$ cat config.mk
export PLATFORM = sky130hd
export DESIGN_NAME = axil_reg_slice_lite
export DESIGN_NICKNAME = d
export VERILOG_FILES = /design/src/rtl/axil_pkg.sv /design/src/rtl/axil_chan_slice.sv /design/src/rtl/axil_reg_slice_lite.sv
export SDC_FILE = /design/constraint.sdc
export NUM_CORES = 1
export LEC_CHECK = 0
export BUFFER_PORTS_ARGS = -buffer_cell sky130_fd_sc_hd__buf_2
export CAP_MARGIN = 20
export CORE_AREA = 2 2 114 116
export CTS_CLUSTER_DIAMETER = 100
export CTS_CLUSTER_SIZE = 24
export DETAILED_ROUTE_END_ITERATION = 6
export DIE_AREA = 0 0 116 118
export PLACE_DENSITY = 0.79
export SLEW_MARGIN = 10
export SYNTH_ARGS = -nofsm -noshare
export SYNTH_HDL_FRONTEND = slang
export SYNTH_SLANG_ARGS = --single-unit
$ cat constraint.sdc
create_clock -name clk -period 2.15 [get_ports clk]
set_input_delay 0.43 -clock clk [delete_from_list [all_inputs] [get_ports clk]]
set_output_delay 0.43 -clock clk [all_outputs]
set_load 0.02 [all_outputs]
$ cat src/rtl/axil_pkg.sv
// Shared definitions for the AXI4-Lite register slice.
//   AXIL_ADDR_W / AXIL_DATA_W : default address and data widths
//   RESP_OKAY                 : AXI OKAY response encoding
package axil_pkg;

  localparam int AXIL_ADDR_W = 32;
  localparam int AXIL_DATA_W = 32;

  typedef logic [1:0] axil_resp_t;

  localparam axil_resp_t RESP_OKAY = 2'b00;

endpackage

$ cat src/rtl/axil_chan_slice.sv
// Single-entry register stage for one valid/ready channel.
// Ports:
//   clk, sync_rst_n        : clock, asynchronous active-low reset
//   s_valid/s_ready/s_data : upstream side (beat enters here)
//   m_valid/m_ready/m_data : downstream side (beat leaves here, from flops)
// Every output comes straight from a flop or from a gate of flops only.
// A beat is never accepted in the same cycle one is drained, so the stage
// moves at most one beat every two cycles.
module axil_chan_slice #(
  parameter int WIDTH = 32
) (
  input  logic             clk,
  input  logic             sync_rst_n,
  input  logic             s_valid,
  output logic             s_ready,
  input  logic [WIDTH-1:0] s_data,
  output logic             m_valid,
  input  logic             m_ready,
  output logic [WIDTH-1:0] m_data
);

  logic             full_q, full_d;
  logic [WIDTH-1:0] data_q, data_d;
  logic             rst_done_q;

  // Ready depends only on local flops; rst_done keeps ready low until the
  // first edge after reset release.
  assign s_ready = ~full_q & rst_done_q;
  assign m_valid = full_q;
  assign m_data  = data_q;

  always_comb begin
    full_d = full_q;
    data_d = data_q;
    if (full_q) begin
      if (m_ready) begin
        full_d = 1'b0;
      end
    end else if (s_valid && s_ready) begin
      full_d = 1'b1;
      data_d = s_data;
    end
  end

  always_ff @(posedge clk or negedge sync_rst_n) begin
    if (!sync_rst_n) begin
      full_q     <= 1'b0;
      data_q     <= '0;
      rst_done_q <= 1'b0;
    end else begin
      full_q     <= full_d;
      data_q     <= data_d;
      rst_done_q <= 1'b1;
    end
  end

endmodule

$ cat src/rtl/axil_reg_slice_lite.sv
// AXI4-Lite register slice (light): one register stage on each of the five
// channels between the host-side slave port (s_axi_*) and the CL-side
// master port (m_axi_*).
// Ports:
//   clk, sync_rst_n          : clock, asynchronous active-low reset
//   s_axi_aw*/w*/ar*         : request channels in from the host
//   s_axi_b*/r*              : response channels out to the host
//   m_axi_aw*/w*/ar*         : request channels out to the CL
//   m_axi_b*/r*              : response channels in from the CL
// Channels are fully independent; AW and W are not paired, responses pass
// through unchanged.
module axil_reg_slice_lite
  import axil_pkg::*;
#(
  parameter int ADDR_W = AXIL_ADDR_W,
  parameter int DATA_W = AXIL_DATA_W,
  parameter int STRB_W = DATA_W / 8
) (
  input  logic              clk,
  input  logic              sync_rst_n,
  // slave side
  input  logic [ADDR_W-1:0] s_axi_awaddr,
  input  logic              s_axi_awvalid,
  output logic              s_axi_awready,
  input  logic [DATA_W-1:0] s_axi_wdata,
  input  logic [STRB_W-1:0] s_axi_wstrb,
  input  logic              s_axi_wvalid,
  output logic              s_axi_wready,
  output logic [1:0]        s_axi_bresp,
  output logic              s_axi_bvalid,
  input  logic              s_axi_bready,
  input  logic [ADDR_W-1:0] s_axi_araddr,
  input  logic              s_axi_arvalid,
  output logic              s_axi_arready,
  output logic [DATA_W-1:0] s_axi_rdata,
  output logic [1:0]        s_axi_rresp,
  output logic              s_axi_rvalid,
  input  logic              s_axi_rready,
  // master side
  output logic [ADDR_W-1:0] m_axi_awaddr,
  output logic              m_axi_awvalid,
  input  logic              m_axi_awready,
  output logic [DATA_W-1:0] m_axi_wdata,
  output logic [STRB_W-1:0] m_axi_wstrb,
  output logic              m_axi_wvalid,
  input  logic              m_axi_wready,
  input  logic [1:0]        m_axi_bresp,
  input  logic              m_axi_bvalid,
  output logic              m_axi_bready,
  output logic [ADDR_W-1:0] m_axi_araddr,
  output logic              m_axi_arvalid,
  input  logic              m_axi_arready,
  input  logic [DATA_W-1:0] m_axi_rdata,
  input  logic [1:0]        m_axi_rresp,
  input  logic              m_axi_rvalid,
  output logic              m_axi_rready
);

  // W carries {strb, data}; R carries {resp, data}.
  logic [DATA_W+STRB_W-1:0] w_s_data, w_m_data;
  logic [DATA_W+1:0]        r_m_data, r_s_data;

  assign w_s_data                   = {s_axi_wstrb, s_axi_wdata};
  assign {m_axi_wstrb, m_axi_wdata} = w_m_data;
  assign r_m_data                   = {m_axi_rresp, m_axi_rdata};
  assign {s_axi_rresp, s_axi_rdata} = r_s_data;

  axil_chan_slice #(.WIDTH(ADDR_W)) u_aw (
    .clk(clk), .sync_rst_n(sync_rst_n),
    .s_valid(s_axi_awvalid), .s_ready(s_axi_awready), .s_data(s_axi_awaddr),
    .m_valid(m_axi_awvalid), .m_ready(m_axi_awready), .m_data(m_axi_awaddr)
  );

  axil_chan_slice #(.WIDTH(DATA_W+STRB_W)) u_w (
    .clk(clk), .sync_rst_n(sync_rst_n),
    .s_valid(s_axi_wvalid), .s_ready(s_axi_wready), .s_data(w_s_data),
    .m_valid(m_axi_wvalid), .m_ready(m_axi_wready), .m_data(w_m_data)
  );

  axil_chan_slice #(.WIDTH(2)) u_b (
    .clk(clk), .sync_rst_n(sync_rst_n),
    .s_valid(m_axi_bvalid), .s_ready(m_axi_bready), .s_data(m_axi_bresp),
    .m_valid(s_axi_bvalid), .m_ready(s_axi_bready), .m_data(s_axi_bresp)
  );

  axil_chan_slice #(.WIDTH(ADDR_W)) u_ar (
    .clk(clk), .sync_rst_n(sync_rst_n),
    .s_valid(s_axi_arvalid), .s_ready(s_axi_arready), .s_data(s_axi_araddr),
    .m_valid(m_axi_arvalid), .m_ready(m_axi_arready), .m_data(m_axi_araddr)
  );

  axil_chan_slice #(.WIDTH(DATA_W+2)) u_r (
    .clk(clk), .sync_rst_n(sync_rst_n),
    .s_valid(m_axi_rvalid), .s_ready(m_axi_rready), .s_data(r_m_data),
    .m_valid(s_axi_rvalid), .m_ready(s_axi_rready), .m_data(r_s_data)
  );

endmodule

==> summary.md <==
| Metric | Value |
|---|---|
| Status | `finished clean` |
| Worst-path cell chain | `buf_4, nor2b_1, buf_2` |
| R2r endpoint | `u_r.m_data[5]` |
| Worst vdd ir | `0.636 mV` |
| Die W | `116 um` |
| Mean area per synthesized cell | `17.6 um2` |
| Chip height | `118 um` |
| Layout area overhead | `39.5%` |
| Gr ovfl total | `0` |
| Initial antenna violation count | `0` |
| DP Area | `0.00710 mm2` |
| Dpl hpwl | `9.76 mm` |
| DR WL/cell | `16.2 um` |
| Synth Cell Area | `0.00551 mm2` |
| Least-Margin Pin Slew | `676 ps` |
| Skew-Pair Late Insertion Delay | `410 ps` |
| # nets final | `764` |
| Clock transition at path regs | `60 ps` |
| Worst Skew | `6.11 ps` |
| Placer Congestion | `0.816` |
| Worst hold slack | `200 ps` |
| Clk Tree Root Cell | `clkbuf_16` |
| # placed instances | `768` |
| YS warnings | `0` |
| Fin area | `0.00768 mm2` |
| CP max FO | `7` |
| Reg2reg start | `u_r.rst_done_q` |
| Largest net degree at the start of global routing | `56` |
| Clock Tree Buf Depth | `2` |
| First-pass GRT wire length | `20.1 mm` |
| Grt met1 use | `21.2%` |
| Hold Crit Start | `m_axi_wready` |
| #FFs+latches synth | `142` |
| Busiest grt layer | `met2` |
| Post-synthesis sequential area ratio | `64.5%` |
| Pwr/cell area | `1120 mW/mm2` |
| IO Pins | `294` |
| CP startpoint | `u_r.rst_done_q` |
| Largest cells by area after synthesis | `dfrtp_1, mux2_2, mux2_4, nand3b_4, buf_12` |
| M3 GR Usage | `6.33%` |
| Num Clock Sinks | `142` |
| All-layer global routing usage | `19.3%` |
| Final Cycle Share | `89.3%` |
| Final worst slack | `231 ps` |
| DR DRC count | `0` |
| Worst setup EP type | `primary output` |
| N_diodes | `0` |
| Critical path launch point type | `flop` |
| Detailed Route WL | `13.0 mm` |
| CTS tree | `yes` |
| TritonRoute pass-1 iters | `4` |
| Antenna-violating nets left | `0` |
| Share of cells above drive strength 1 | `74.2%` |
| Syn Nets | `461` |
| Finished Layout Cells | `801` |
| Fin Setup TNS | `0 ps` |
| Most frequent cell after synthesis | `dfrtp_1` |
| Slew Viols, Final | `0` |
| DR iter-0 viols | `173` |
| CP max stage cell | `dfrtp_1` |
| Post-Syn Instances | `313` |
| Hold Fails Final Rpt | `0` |
| R2R setup slack | `410 ps` |
| Synth top area share | `64.5%` |
| Core Box Area | `0.0124 mm2` |
| Rel. slew slack | `54.9%` |
| Power Total | `8.63 mW` |
| Tmin final | `1920 ps` |
| CP max stage delay | `530 ps` |
| Most frequent cells after synthesis | `dfrtp_1, mux2_2, mux2_4` |
| Row count | `41` |
| PortBufs | `293` |
| Num CTS Buffers | `17` |
| Pre-CTS setup slack | `409 ps` |
| Netlist cell types | `13` |
| F_max | `0.521 GHz` |
| H-tree Lvls | `4` |
| Ys async rst share | `100%` |
| Largest area contributor in the netlist | `dfrtp_1` |
| Hold Path Stages | `2` |
| Multi-input gate area | `0.00179 mm2` |
| Core Util, Final | `61.9%` |
| Grt met2 use | `33.5%` |
| CP arrival | `1490 ps` |
| Max-Cap Viols | `0` |
| Most common flop cell mapped by yosys | `dfrtp_1` |
| Final setup vio count | `0` |
| # fillers | `1006` |
| R2r worst-path depth | `3` |
| Hold EP | `u_w.m_valid` |
| Starting Density | `44.4%` |
| Vias | `3712` |
| Hold Crit Class | `in2reg` |
| DR vias/cell | `4.63` |
| Crit path kind | `reg2out` |
| Leak | `3.98 nW` |
| FF+latch area | `0.00355 mm2` |
| WP data required | `1720 ps` |
| Post-synth EDFFs | `0` |
| Die ar. | `0.0137 mm2` |
| RSZ-0062 raised after global routing | `false` |
| Vias in the first global route | `3937` |
## area by class of cell
type	count	share of cell area, %
Inverter	5	0.244
Timing Repair Buffer	298	20.0
Multi-Input combinational cell	152	23.3
Tap cell	172	2.80
Clock buffer	22	6.30
Clock inverter	10	1.12
Sequential cell	142	46.2
## cells in the final DEF, fill, tap and decap left out
cell | synthesis | final
clkinvlp_4 | 0 | 3
buf_4 | 0 | 2
nand3b_4 | 4 | 4
dlygate4sd3_1 | 0 | 1
buf_2 | 6 | 292
bufinv_16 | 0 | 1
mux2_2 | 106 | 106
mux2_4 | 29 | 29
mux2_1 | 1 | 1
clkbuf_8 | 0 | 4
buf_6 | 5 | 1
nand3b_1 | 1 | 1
clkbuf_16 | 0 | 17
conb_1 | 1 | 1
dfrtp_1 | 142 | 142
clkbuf_1 | 0 | 1
clkinv_2 | 0 | 5
buf_12 | 3 | 2
inv_1 | 5 | 5
inv_6 | 0 | 1
nor2b_1 | 5 | 5
o21ai_0 | 5 | 5
## state kept, by name, summed over array words and instances (netlist names)
register        flops
u_w.m_data         36
u_r.m_data         34
u_ar.m_data        32
u_aw.m_data        32
u_b.m_data          2
u_ar.m_valid        1
u_aw.m_valid        1
u_b.m_valid         1
u_r.m_valid         1
u_r.rst_done_q      1
u_w.m_valid         1
## worst max-delay path by stage
stage / to / slack, ps / cells past startpoint
after floorplan: u_w.m_data[10] / 800 / 4
after global placement: u_w.m_data[28] / 490 / 3
after detailed placement: u_w.m_data[29] / 410 / 2
after CTS: m_axi_rready / 190 / 3
after global routing: s_axi_awready / 110 / 3
final: s_axi_awready / 230 / 3
## kinds of logic (layout without fill, tap and decap cells)
| logic type | after synthesis | after routing | synth area share (%) |
|---|---|---|---|
| flops | 142 | 142 | 64.5 |
| mux | 136 | 136 | 29.8 |
| buf+inv | 19 | 335 | 3.00 |
| simple gates | 10 | 10 | 2.16 |
| compound gates | 5 | 5 | 0.454 |
| other cells | 1 | 1 | 0.0681 |
## where the power goes
group | leakage [nW] | switching (mW) | total, mW | internal (mW)
registers | 1.68 | 0.288 | 3.53 | 3.24
clock network | 0.278 | 1.05 | 2.76 | 1.71
logic | 2.03 | 1.31 | 2.34 | 1.03
## critical path: cells and delay by family (launching register included)
family | cells | cell delay [ps]
flip-flops | 1 | 530
buffers and inverters | 2 | 410
AND/OR/NAND/NOR | 1 | 150
## per-layer routing
layer | wire length, um | part of all wire, %
met1 | 4710 | 36
met2 | 6900 | 53
met3 | 1040 | 8.0
met4 | 329 | 2.5
met5 | 0 | 0
## timing repair
item                                    4_1_cts  5_1_grt
endpoints found under the hold margin        52        0
hold buffers                                  1        0
setup buffers                                 0        0
endpoints found under the setup margin        0        0
gates resized for setup                       0        0
Power figures use the tool's default switching activity.
